==> src/rtl/uart_pkg.sv <==
// Shared definitions for the UART frame parser: state encodings, sync marker default
// and the saturating error-count helper.
package uart_pkg;

    localparam logic [7:0] SyncByteDefault = 8'hAA;

    typedef enum logic [2:0] {Sync, Length, Payload, Check, Output} mainState_t;

    typedef enum logic {HsIdle, HsWait} hsState_t;

    function automatic logic [7:0] satInc(input logic [7:0] v);
        return (v == 8'hFF) ? v : v + 8'd1;
    endfunction

endpackage

==> src/rtl/uart_byte_sink.sv <==
// Receiver-side four-phase handshake: takes one byte per RxReady/RxAck exchange
// and presents it with a single-cycle strobe.
module uart_byte_sink
    import uart_pkg::*;
(
    input  logic       Clk,
    input  logic       nReset,
    input  logic [7:0] RxData,
    input  logic       RxReady,
    input  logic       accept,
    output logic       RxAck,
    output logic       byteStrobe,
    output logic [7:0] byteData
);

    hsState_t hsState;

    // RxAck stays high until the receiver withdraws RxReady, so each byte is captured once
    always_ff @(posedge Clk or negedge nReset) begin
        if (!nReset) begin
            hsState    <= HsIdle;
            RxAck      <= 1'b0;
            byteStrobe <= 1'b0;
            byteData   <= '0;
        end else begin
            byteStrobe <= 1'b0;
            case (hsState)
                HsIdle: begin
                    if (RxReady && accept) begin
                        byteData   <= RxData;
                        byteStrobe <= 1'b1;
                        RxAck      <= 1'b1;
                        hsState    <= HsWait;
                    end
                end
                HsWait: begin
                    if (!RxReady) begin
                        RxAck   <= 1'b0;
                        hsState <= HsIdle;
                    end
                end
                default: hsState <= HsIdle;
            endcase
        end
    end

endmodule

==> src/rtl/uart_frame_parser.sv <==
// Assembles SYNC/LEN/payload/CHK frames from the UART byte stream and releases the
// payload on a valid/ready stream only once the XOR checksum has matched.
module uart_frame_parser
    import uart_pkg::*;
#(
    parameter int                    MaxLen   = 16,
    parameter int                    AW       = 4,
    parameter logic [7:0]            SyncByte = SyncByteDefault,
    parameter int                    TimeoutW = 16,
    parameter logic [TimeoutW-1:0]   Timeout  = 16'd50000
) (
    input  logic          Clk,
    input  logic          nReset,
    input  logic [7:0]    RxData,
    input  logic          RxReady,
    output logic          RxAck,
    output logic [7:0]    OutData,
    output logic          OutValid,
    output logic          OutLast,
    input  logic          OutReady,
    output logic [AW:0]   OutLen,
    output logic [7:0]    ErrCount,
    output logic          ErrPulse,
    output logic          Busy
);

    mainState_t          state;
    logic                byteStrobe;
    logic [7:0]          byteData;
    logic [AW:0]         len;
    logic [AW:0]         wp;
    logic [AW-1:0]       rp;
    logic [AW-1:0]       rpNext;
    logic [7:0]          chk;
    logic [TimeoutW-1:0] timer;
    logic [7:0]          payBuf [MaxLen];
    logic                lenOk;
    logic                inFrame;
    logic                errNow;

    uart_byte_sink u_sink (
        .Clk        (Clk),
        .nReset     (nReset),
        .RxData     (RxData),
        .RxReady    (RxReady),
        .accept     (state != Output),
        .RxAck      (RxAck),
        .byteStrobe (byteStrobe),
        .byteData   (byteData)
    );

    always_comb begin
        rpNext  = rp + AW'(1);
        lenOk   = (byteData != 8'd0) && (32'(byteData) <= MaxLen);
        inFrame = (state == Length) || (state == Payload) || (state == Check);
        errNow  = 1'b0;
        if (byteStrobe && state == Length && !lenOk)
            errNow = 1'b1;
        if (byteStrobe && state == Check && byteData != chk)
            errNow = 1'b1;
        // a byte arriving on the timeout cycle takes priority over the timeout
        if (!byteStrobe && inFrame && timer == Timeout)
            errNow = 1'b1;
    end

    always_ff @(posedge Clk) begin
        if (byteStrobe && state == Payload)
            payBuf[wp[AW-1:0]] <= byteData;
    end

    always_ff @(posedge Clk or negedge nReset) begin
        if (!nReset) begin
            state    <= Sync;
            len      <= '0;
            wp       <= '0;
            rp       <= '0;
            chk      <= '0;
            timer    <= '0;
            OutData  <= '0;
            OutValid <= 1'b0;
            OutLast  <= 1'b0;
            OutLen   <= '0;
            ErrCount <= '0;
            ErrPulse <= 1'b0;
            Busy     <= 1'b0;
        end else begin
            ErrPulse <= errNow;
            if (errNow) begin
                ErrCount <= satInc(ErrCount);
                state    <= Sync;
                Busy     <= 1'b0;
            end
            case (state)
                Sync: begin
                    if (byteStrobe && byteData == SyncByte) begin
                        state <= Length;
                        Busy  <= 1'b1;
                        timer <= '0;
                    end
                end
                Length, Payload, Check: begin
                    if (byteStrobe) begin
                        timer <= '0;
                        if (state == Length && lenOk) begin
                            len   <= byteData[AW:0];
                            wp    <= '0;
                            chk   <= byteData;
                            state <= Payload;
                        end else if (state == Payload) begin
                            wp  <= wp + (AW+1)'(1);
                            chk <= chk ^ byteData;
                            if (wp + (AW+1)'(1) == len)
                                state <= Check;
                        end else if (state == Check && byteData == chk) begin
                            rp       <= '0;
                            OutValid <= 1'b1;
                            OutData  <= payBuf[0];
                            OutLast  <= (len == (AW+1)'(1));
                            OutLen   <= len;
                            state    <= Output;
                        end
                    end else if (timer != Timeout) begin
                        timer <= timer + TimeoutW'(1);
                    end
                end
                Output: begin
                    if (OutReady) begin
                        if (OutLast) begin
                            OutValid <= 1'b0;
                            OutLast  <= 1'b0;
                            state    <= Sync;
                            Busy     <= 1'b0;
                        end else begin
                            rp      <= rpNext;
                            OutData <= payBuf[rpNext];
                            OutLast <= (({1'b0, rp} + (AW+1)'(2)) == len);
                        end
                    end
                end
                default: state <= Sync;
            endcase
        end
    end

endmodule

==> config.mk <==
export PLATFORM = sky130hd
export DESIGN_NAME = uart_frame_parser
export DESIGN_NICKNAME = d
export VERILOG_FILES = /design/src/rtl/uart_pkg.sv /design/src/rtl/uart_byte_sink.sv /design/src/rtl/uart_frame_parser.sv
export SDC_FILE = /design/constraint.sdc
export NUM_CORES = 1
export LEC_CHECK = 0
export BUFFER_PORTS_ARGS = -buffer_cell sky130_fd_sc_hd__clkbuf_2
export CAP_MARGIN = 15
export CORE_ASPECT_RATIO = 0.5
export CORE_UTILIZATION = 45
export CTS_CLUSTER_SIZE = 8
export DETAILED_ROUTE_END_ITERATION = 10
export SLEW_MARGIN = 0
export SYNTH_ARGS = -nofsm -noshare
export SYNTH_HDL_FRONTEND = slang
export SYNTH_SLANG_ARGS = --single-unit
==> constraint.sdc <==
create_clock -name Clk -period 2.9 [get_ports Clk]
set_input_delay 0.725 -clock Clk [delete_from_list [all_inputs] [get_ports Clk]]
set_output_delay 0.725 -clock Clk [all_outputs]
set_load 0.02 [all_outputs]
==> flow_summary.yaml, run 1 <==
worst_setup_path:
  required_ns: 3.06
  end_kind: "flip-flop"
  path_max_fanout: 13
  worstSetupPathType: "flip-flop to flip-flop"
  arrival_ns: 2.80
  start_kind: "flip-flop"
synth:
  yosysSeqAreaShare_pct: 64.3
  ys_async_sr_fraction_pct: 37.6
  synth_nets: 656
  synth.distinct_cells: 50
  postSynthCellCount: 635
  synth_top_cell_by_area: "edfxtp_1"
  synth_top_area_share_pct: 42.8
  netlist_area_um2: 8970
  synth_area_leaders: "edfxtp_1, dfrtp_1, mux4_2"
  synth_edf_count: 128
  yosysWarnings: 0
  synth_ff_type: "edfxtp_1"
  avgSynthCellArea_um2: 14.1
  synth_seq_cells: 205
pwr:
  p_leak_nw: 3.89
  p_seq_share_pct: 49.5
  p_sw_share_pct: 22.0
  internal_power_mw: 5.19
  ir_drop_mv: 0.386
  powerDensity_nw_per_um2: 640
  p_sw_mw: 1.47
  pwr-share-comb_pct: 4.6
  pwr-share-clk_pct: 45.9
  totalPowerFinal_mw: 6.66
global_route:
  grt_pass1_vias: 5423
  grt_usage_pct: 19.7
  antenna_found_initial: 0
  grt_start_max_net_pins: 41
  grt_overflow_total: 0
  grt_pass1_wl_um: 31100
clock_tree:
  hold_buffers: 0
  cts_tree: "done"
  path_clk_slew_ns: 0.05
  clk_latency_ns: 0.53
  post_cts_buffers: 0
  htreeDepth: 1
  cts_resized: 0
  cts_sinks: 205
  clock_path_buffers: 3
  clockRootBuffer: "clkbuf_16"
  cts_buffers: 29
layout:
  multi_input_area_um2: 3030
  syn2layout_area_growth_pct: 15.9
  fin_cells: 981
  seq_area_um2: 5770
  fillers: 1633
  num_antenna_cells: 0
  nNetsFinal: 717
  drive_above_1_share_pct: 21.3
  utilization_pct: 53.3
floorplanning:
  ioPinCount: 38
  fp.dieH_um: 102
  start_util_pct: 46.0
  die_area_um2: 20500
  die_w_um: 202
  fp-row-count: 36
  core-area_um2: 19500
sta:
  fmax_mhz: 379
  holdWs_ns: 0.201
  slew_viol_final: 0
  setup_violations: 0
  tightest_slew_ns: 0.984
  skew_ns: 0.0147
  fin_crit_ns: 2.64
  finalHoldViolations: 0
  slew_headroom_pct: 33.7
  min_period_over_period_pct: 90.9
  rsz0062_at_grt: "false"
  fin_setup_tns_ns: 0
drt:
  vias_per_cell: 5.51
  firstDrtPassIters: 5
  ant_nets: 0
  drtIter0Drc: 442
  vias: 5406
  drc: 0
  wl_per_cell_um: 19.8
  wirelength_um: 19400
job:
  max_cap_violations: 0
min_path:
  hold_path.class: "input pin to asynchronous set/reset pin"
placement:
  place_inst: 931
  gp_congestion: 0.800
  dp_hpwl_um: 12600
  io_buffers: 37
run_status:
  status: "finished, final reports clean"
final cells by class:
type / instances / area share (%)
multi-input combinational: 391 / 29.1
clock inverter: 2 / 0.240
tap: 266 / 3.20
timing repair buffer: 61 / 4.02
inverter: 8 / 0.337
sequential: 205 / 55.5
clock buffer: 48 / 7.66
metrics by stage:
stage	setup WS, ns	area, um^2
after floorplan	0.581	8970
after global placement	0.430	9580
after detailed placement	0.329	9580
after CTS	0.315	10400
after global routing	0.0729	10400
final	0.264	10400
critical path, stage by stage, from the launching register on:
cell,delay [ns]
dfrtp_1,0.46
nor2b_1,0.26
nor2b_1,0.33
nand2b_1,0.38
nor3_1,0.35
and2_1,0.48
metal layers:
metal / track usage (%) / routed length [um] / vias to the layer above
met5: 0 / 0 / -
met4: 4.02 / 308 / 0
met3: 3.57 / 846 / 28
met2: 32.3 / 8930 / 111
met1: 28.0 / 9370 / 2735
li1: - / - / 2532
final timing paths:
check                      startpoint            endpoint  slack (ns)  cells after the start
min reg2reg                 OutLen[4]           OutLen[4]        0.47                      2
max in group asynchronous      nReset         ErrCount[3]        2.06                      2
min in group Clk            RxData[7]  u_sink.byteData[7]        0.43                      2
max                          state[2]        payBuf[2][6]        0.26                      5
min                            nReset          OutData[2]        0.20                      1
max reg2reg                  state[2]        payBuf[2][6]        0.26                      5
synthesized netlist by cell type (2+ instances only):
cell        n
edfxtp_1  128
dfrtp_1    77
nand2_1    52
mux4_2     32
o21ai_0    31
a21oi_1    30
nor2_1     29
xnor2_1    27
nand3_1    21
a211oi_1   16
clkbuf_1   16
mux2_2     14
nor4_1     13
and2_1     12
nor2b_1    11
and3_1     10
a31oi_1     9
ha_1        9
xor2_1      9
mux2i_1     8
inv_1       7
nand4_1     7
nor3_1      7
and4_1      6
buf_2       6
or2_2       6
nand2b_1    4
nor3b_1     4
o31ai_1     4
buf_1       3
buf_4       3
a21o_1      2
a22o_1      2
a32oi_1     2
buf_6       2
o21a_1      2
cells in the final DEF, fill, tap and decap left out, types with 2 or more instances in the layout:
| cell | netlist | final |
|---|---|---|
| nand2_1 | 52 | 52 |
| a31oi_1 | 9 | 9 |
| xor2_1 | 9 | 8 |
| a211oi_1 | 16 | 16 |
| and4_1 | 6 | 6 |
| xnor2_1 | 27 | 27 |
| a21o_1 | 2 | 2 |
| or2_2 | 6 | 6 |
| nor2b_1 | 11 | 11 |
| clkbuf_2 | 1 | 36 |
| clkbuf_16 | 0 | 29 |
| nor4_1 | 13 | 13 |
| buf_4 | 3 | 21 |
| and3_1 | 10 | 10 |
| mux2_2 | 14 | 14 |
| nor2_1 | 29 | 29 |
| clkbuf_1 | 16 | 19 |
| o21a_1 | 2 | 2 |
| nand2b_1 | 4 | 4 |
| nor3_1 | 7 | 7 |
| ha_1 | 9 | 9 |
| a21oi_1 | 30 | 30 |
| and2_1 | 12 | 12 |
| mux2i_1 | 8 | 8 |
| o21ai_0 | 31 | 31 |
| o31ai_1 | 4 | 4 |
| mux4_2 | 32 | 32 |
| dfrtp_1 | 77 | 76 |
| nor3b_1 | 4 | 4 |
| buf_12 | 0 | 4 |
| inv_1 | 7 | 7 |
| edfxtp_1 | 128 | 128 |
| nand4_1 | 7 | 7 |
| a32oi_1 | 2 | 2 |
| nand3_1 | 21 | 21 |
| a22o_1 | 2 | 2 |
power groups by stage:
stage	Sequential (mW)	Combinational (mW)	Clock (mW)
global placement	3.35	0.304	0
floorplan	3.37	0.130	0
finish	3.30	0.308	3.05
detailed placement	3.35	0.312	0
CTS	3.30	0.312	3.12
global route	3.30	0.338	3.24
logic make-up after synthesis:
logic type,share of synthesized area (%)
flops,64.3
simple gates,11.2
compound gates,6.79
mux,10.8
buf+inv,2.08
xor+xnor,3.51
fa+ha+maj,1.25
flip-flops by register name, indices dropped and copies added, names as in the netlist, 3 cells and up:
| signal | flops |
|---|---|
| payBuf | 128 |
| timer | 16 |
| ErrCount | 8 |
| OutData | 8 |
| chk | 8 |
| u_sink.byteData | 8 |
| OutLen | 5 |
| len | 5 |
| wp | 5 |
| rp | 4 |
| state | 3 |
No activity file was read; power rests on OpenSTA's default activity.
==> run 2, diff against run 1 <==
--- a/config.mk
+++ b/config.mk
@@ -5,12 +5,14 @@
 export SDC_FILE = /design/constraint.sdc
 export NUM_CORES = 1
 export LEC_CHECK = 0
-export BUFFER_PORTS_ARGS = -buffer_cell sky130_fd_sc_hd__clkbuf_2
 export CAP_MARGIN = 15
 export CORE_ASPECT_RATIO = 0.5
-export CORE_UTILIZATION = 45
+export CORE_UTILIZATION = 55
 export CTS_CLUSTER_SIZE = 8
 export DETAILED_ROUTE_END_ITERATION = 10
+export DONT_BUFFER_PORTS = 1
+export GPL_TIMING_DRIVEN = 0
+export PLACE_DENSITY = 0.7
 export SLEW_MARGIN = 0
 export SYNTH_ARGS = -nofsm -noshare
 export SYNTH_HDL_FRONTEND = slang
==> flow_summary.yaml, run 2 (synthesis results as in run 1) <==
run_status:
  status: "finished, final reports clean"
floorplanning:
  die_w_um: 183
  start_util_pct: 57.3
  core-area_um2: 15700
  die_area_um2: 16900
  fp-row-count: 32
  ioPinCount: 38
  fp.dieH_um: 92.3
clock_tree:
  path_clk_slew_ns: 0.06
  htreeDepth: 1
  post_cts_buffers: 0
  clock_path_buffers: 3
  clk_latency_ns: 0.53
  cts_sinks: 205
  cts_buffers: 29
  cts_tree: "done"
  clockRootBuffer: "clkbuf_16"
sta:
  min_period_over_period_pct: 93.3
  fin_crit_ns: 2.71
  skew_ns: 0.0161
  slew_headroom_pct: 41.8
  setup_violations: 0
  finalHoldViolations: 0
  tightest_slew_ns: 0.866
  slew_viol_final: 0
  layout_setup_ws_ns: 0.194
  fmax_mhz: 369
  rsz0062_at_grt: "false"
drt:
  wirelength_um: 18800
  ant_nets: 0
  vias_per_cell: 5.99
  drc: 0
  wl_per_cell_um: 20.8
  firstDrtPassIters: 5
  vias: 5429
  drtIter0Drc: 424
pwr:
  powerDensity_nw_per_um2: 652
  totalPowerFinal_mw: 6.64
  ir_drop_mv: 0.380
  p_leak_nw: 3.72
min_path:
  hold_path.class: "input pin to asynchronous set/reset pin"
global_route:
  grt_start_max_net_pins: 78
  grt_overflow_total: 0
  grt_usage_pct: 23.6
  grt_pass1_vias: 5444
  antenna_found_initial: 0
  grt_pass1_wl_um: 29900
worst_setup_path:
  rr_worst_depth: 9
  timing.rr.end: "OutData[2]"
  r2r_slack_ns: 0.19
  arrival_ns: 3.11
  path_max_fanout: 10
  worstSetupPathType: "flip-flop to flip-flop"
  timing.rr.start: "rp[1]"
  required_ns: 3.30
  start_kind: "flip-flop"
  end_kind: "flip-flop"
layout:
  nNetsFinal: 687
  fillers: 1114
  syn2layout_area_growth_pct: 13.3
  mostFrequentLayoutCell: "edfxtp_1"
  layout_common_cells: "edfxtp_1, dfrtp_1, nand2_1, clkbuf_1, mux4_2"
  num_antenna_cells: 0
  largest_reg_flops: 128
  drive_above_1_share_pct: 17.5
placement:
  io_buffers: 0
  gp_congestion: 0.838
  pre_cts_slack_ns: -0.315
  dp_hpwl_um: 12100
job:
  max_cap_violations: 0
==> run 2: cell count changes in the layout (fill, tap and decap cells not counted), sizes merged <==
cell    before  now
buf         25   14
clkbuf      84   66
==> run 2: cell type report <==
| cell class | instances | area (um^2) | share of cell area (%) |
|---|---|---|---|
| buffer | 30 | 155 | 1.53 |
| clock buffer | 49 | 801 | 7.87 |
| clock inverter | 2 | 25.0 | 0.246 |
| inverter | 8 | 35.0 | 0.344 |
| multi-input combinational | 391 | 3070 | 30.2 |
| sequential | 205 | 5780 | 56.8 |
| tap | 221 | 277 | 2.72 |
| timing repair buffer | 1 | 27.5 | 0.271 |
==> run 2: worst max-delay path, cell delays in order, from the launching register on <==
cell      delay, ns
dfrtp_1        0.43
ha_1           0.33
clkbuf_1       0.27
clkbuf_4       0.32
mux4_2         0.33
nor2b_1        0.14
a211oi_1       0.37
a211oi_1       0.10
a21oi_1        0.19
a21oi_1        0.09
==> run 2: routing by layer <==
metal / share of wire, % / up-vias / global-route usage, % / routed length, um
met4: 1.3 / 0 / 5.04 / 244
met3: 5.2 / 23 / 4.52 / 987
li1: - / 2466 / - / -
met1: 45 / 2781 / 33.6 / 8450
met5: 0 / - / 0 / 0
met2: 49 / 159 / 38.4 / 9170
==> run 2: report_power, final <==
part           leakage [nW]  total (mW)  internal, mW  switching (mW)
Clock                 0.395        3.05          1.86            1.19
Sequential             2.17        3.40          3.23           0.166
Combinational          1.16       0.187        0.0884          0.0984
Total                  3.72        6.64          5.18            1.46
==> run 2: timing repair <==
action | in CTS | in global routing
gates resized for setup | 6 | 15
hold buffers | 1 | 0
endpoints found under the setup margin | 12 | 52
hold endpoints to repair | 77 | 0
==> run 2: how the worst max path moves through the flow <==
stage / start / to / slack, ns / cells after the start
after global placement: u_sink.byteData[2] / OutData[3] / -0.19 / 9
after floorplan: rp[1] / OutData[4] / 0.58 / 9
after CTS: u_sink.byteData[4] / OutData[4] / 0.03 / 9
after global routing: u_sink.byteData[6] / timer[5] / 0.02 / 7
after detailed placement: u_sink.byteData[2] / OutData[4] / -0.31 / 9
final: rp[1] / OutData[2] / 0.19 / 9
==> run 2: stage by stage <==
step           cell area, um^2  setup TNS (ns)  hold WS (ns)  util [%]  std cells
2_1_floorplan             8970               0         0.429         -        635
3_3_place_gp              9250           -1.48         0.432      59.1        856
3_5_place_dp              9250           -2.48         0.432      59.1        856
4_1_cts                  10100               0        0.0968      64.6        908
5_1_grt                  10200               0         0.116      65.0        907
6_report                 10200               0        0.0896      65.0        907
==> run 3, diff against run 2 <==
--- a/config.mk
+++ b/config.mk
@@ -7,12 +7,11 @@
 export LEC_CHECK = 0
 export CAP_MARGIN = 15
 export CORE_ASPECT_RATIO = 0.5
-export CORE_UTILIZATION = 55
+export CORE_UTILIZATION = 46
 export CTS_CLUSTER_SIZE = 8
 export DETAILED_ROUTE_END_ITERATION = 10
 export DONT_BUFFER_PORTS = 1
 export GPL_TIMING_DRIVEN = 0
-export PLACE_DENSITY = 0.7
 export SLEW_MARGIN = 0
 export SYNTH_ARGS = -nofsm -noshare
 export SYNTH_HDL_FRONTEND = slang
==> flow_summary.yaml, run 3 (synthesis results as in run 1) <==
pwr:
  powerDensity_nw_per_um2: 651
  p_leak_nw: 3.72
  ir_drop_mv: 0.418
placement:
  dp_hpwl_um: 12600
  io_buffers: 0
  place_inst: 894
  gp_congestion: 0.791
layout:
  nNetsFinal: 687
  mostFrequentLayoutCell: "edfxtp_1"
  largest_reg_flops: 128
  num_antenna_cells: 0
  layout_common_cells: "edfxtp_1, dfrtp_1, nand2_1, mux4_2, o21ai_0"
  fin_cells: 944
  drive_above_1_share_pct: 17.8
  fillers: 1577
  syn2layout_area_growth_pct: 13.8
floorplanning:
  die_area_um2: 20100
  die_w_um: 200
  start_util_pct: 47.9
  ioPinCount: 38
  core-area_um2: 18700
  fp.dieH_um: 101
  fp-row-count: 35
global_route:
  grt_pass1_vias: 5319
  grt_pass1_wl_um: 30600
  grt_usage_pct: 20.5
  grt_start_max_net_pins: 78
  antenna_found_initial: 0
  grt_overflow_total: 0
worst_setup_path:
  path_max_fanout: 9
  slowest_delay_ns: 0.51
  path_cells: "clkbuf_2, nor2b_1, nor2b_1, nand2b_1, nor3_1, and2_1"
  r2r_slack_ns: 0.20
  crit_top_cell: "nor2b_1"
  critPathBufInv: 1
  cpLargestDelayFamily: "simple AND/OR/NAND/NOR gates"
  required_ns: 3.08
  end_kind: "flip-flop"
  worstSetupPathType: "flip-flop to flip-flop"
  start_kind: "flip-flop"
  arrival_ns: 2.88
  cp_slowest_cell: "and2_1"
sta:
  fmax_mhz: 371
  tightest_slew_ns: 0.843
  skew_ns: 0.0187
  min_period_over_period_pct: 93.0
  fin_setup_tns_ns: 0
  slew_viol_final: 0
  slew_headroom_pct: 43.8
  holdWs_ns: 0.0610
  setup_violations: 0
  finalHoldViolations: 0
  fin_crit_ns: 2.70
  rsz0062_at_grt: "false"
clock_tree:
  clockRootBuffer: "clkbuf_16"
  clk_latency_ns: 0.54
  clock_path_buffers: 3
  post_cts_buffers: 0
  path_clk_slew_ns: 0.06
  cts_buffers: 29
  cts_tree: "done"
  cts_sinks: 205
  htreeDepth: 1
drt:
  drc: 0
  vias: 5320
  wirelength_um: 19600
  firstDrtPassIters: 5
  ant_nets: 0
  drtIter0Drc: 392
  vias_per_cell: 5.64
  wl_per_cell_um: 20.7
job:
  max_cap_violations: 0
min_path:
  hold_path.class: "input pin to asynchronous set/reset pin"
run_status:
  status: "finished, final reports clean"
==> run 3: through the flow <==
stage / instance area (um^2) / power [mW] / setup WS, ns / utilization, %
5_1_grt: 10200 / 6.84 / 0.0253 / 54.5
6_report: 10200 / 6.65 / 0.203 / 54.5
2_1_floorplan: 8970 / 3.50 / 0.581 / -
3_3_place_gp: 9300 / 3.59 / -0.268 / 49.6
4_1_cts: 10200 / 6.69 / 0.00751 / 54.2
3_5_place_dp: 9300 / 3.60 / -0.288 / 49.6
==> run 3: what timing repair did <==
action                                 4_1_cts  5_1_grt
cloned                                       0        0
resized for setup                            6       19
endpoints found under the hold margin       77        0
hold buffers                                 1        0
setup endpoints to repair                   20       24
==> run 3: routing by layer <==
layer,up-vias,GRT usage [%],share of wire (%)
met5,-,0,0
met4,0,5.11,2.1
met3,37,4.35,5.8
met2,129,32.2,46
met1,2682,29.3,46
li1,2472,-,-
==> run 3: area by class of cell <==
cell class | count | area (um^2) | area share (%)
clock inverters | 2 | 25.0 | 0.245
well taps | 259 | 324 | 3.17
inverters | 8 | 35.0 | 0.343
clock buffers | 48 | 797 | 7.80
multi-input cells | 391 | 3060 | 30.0
repair buffers | 2 | 32.5 | 0.319
flip-flops and latches | 205 | 5780 | 56.6
plain buffers | 29 | 155 | 1.52
==> run 3: path summary, 6_finish.rpt <==
kind,startpoint,endpoint,cells past startpoint
max,state[2],payBuf[1][0],6
min,nReset,wp[1],1
max reg2reg,state[2],payBuf[1][0],6
min reg2reg,u_sink.hsState,u_sink.RxAck,1
max in group asynchronous,nReset,OutData[6],1
min in group Clk,RxReady,u_sink.RxAck,2
==> run 3: power by group <==
part	switching, mW	internal [mW]
Sequential	0.171	3.23
Combinational	0.0912	0.0875
Clock	1.22	1.85
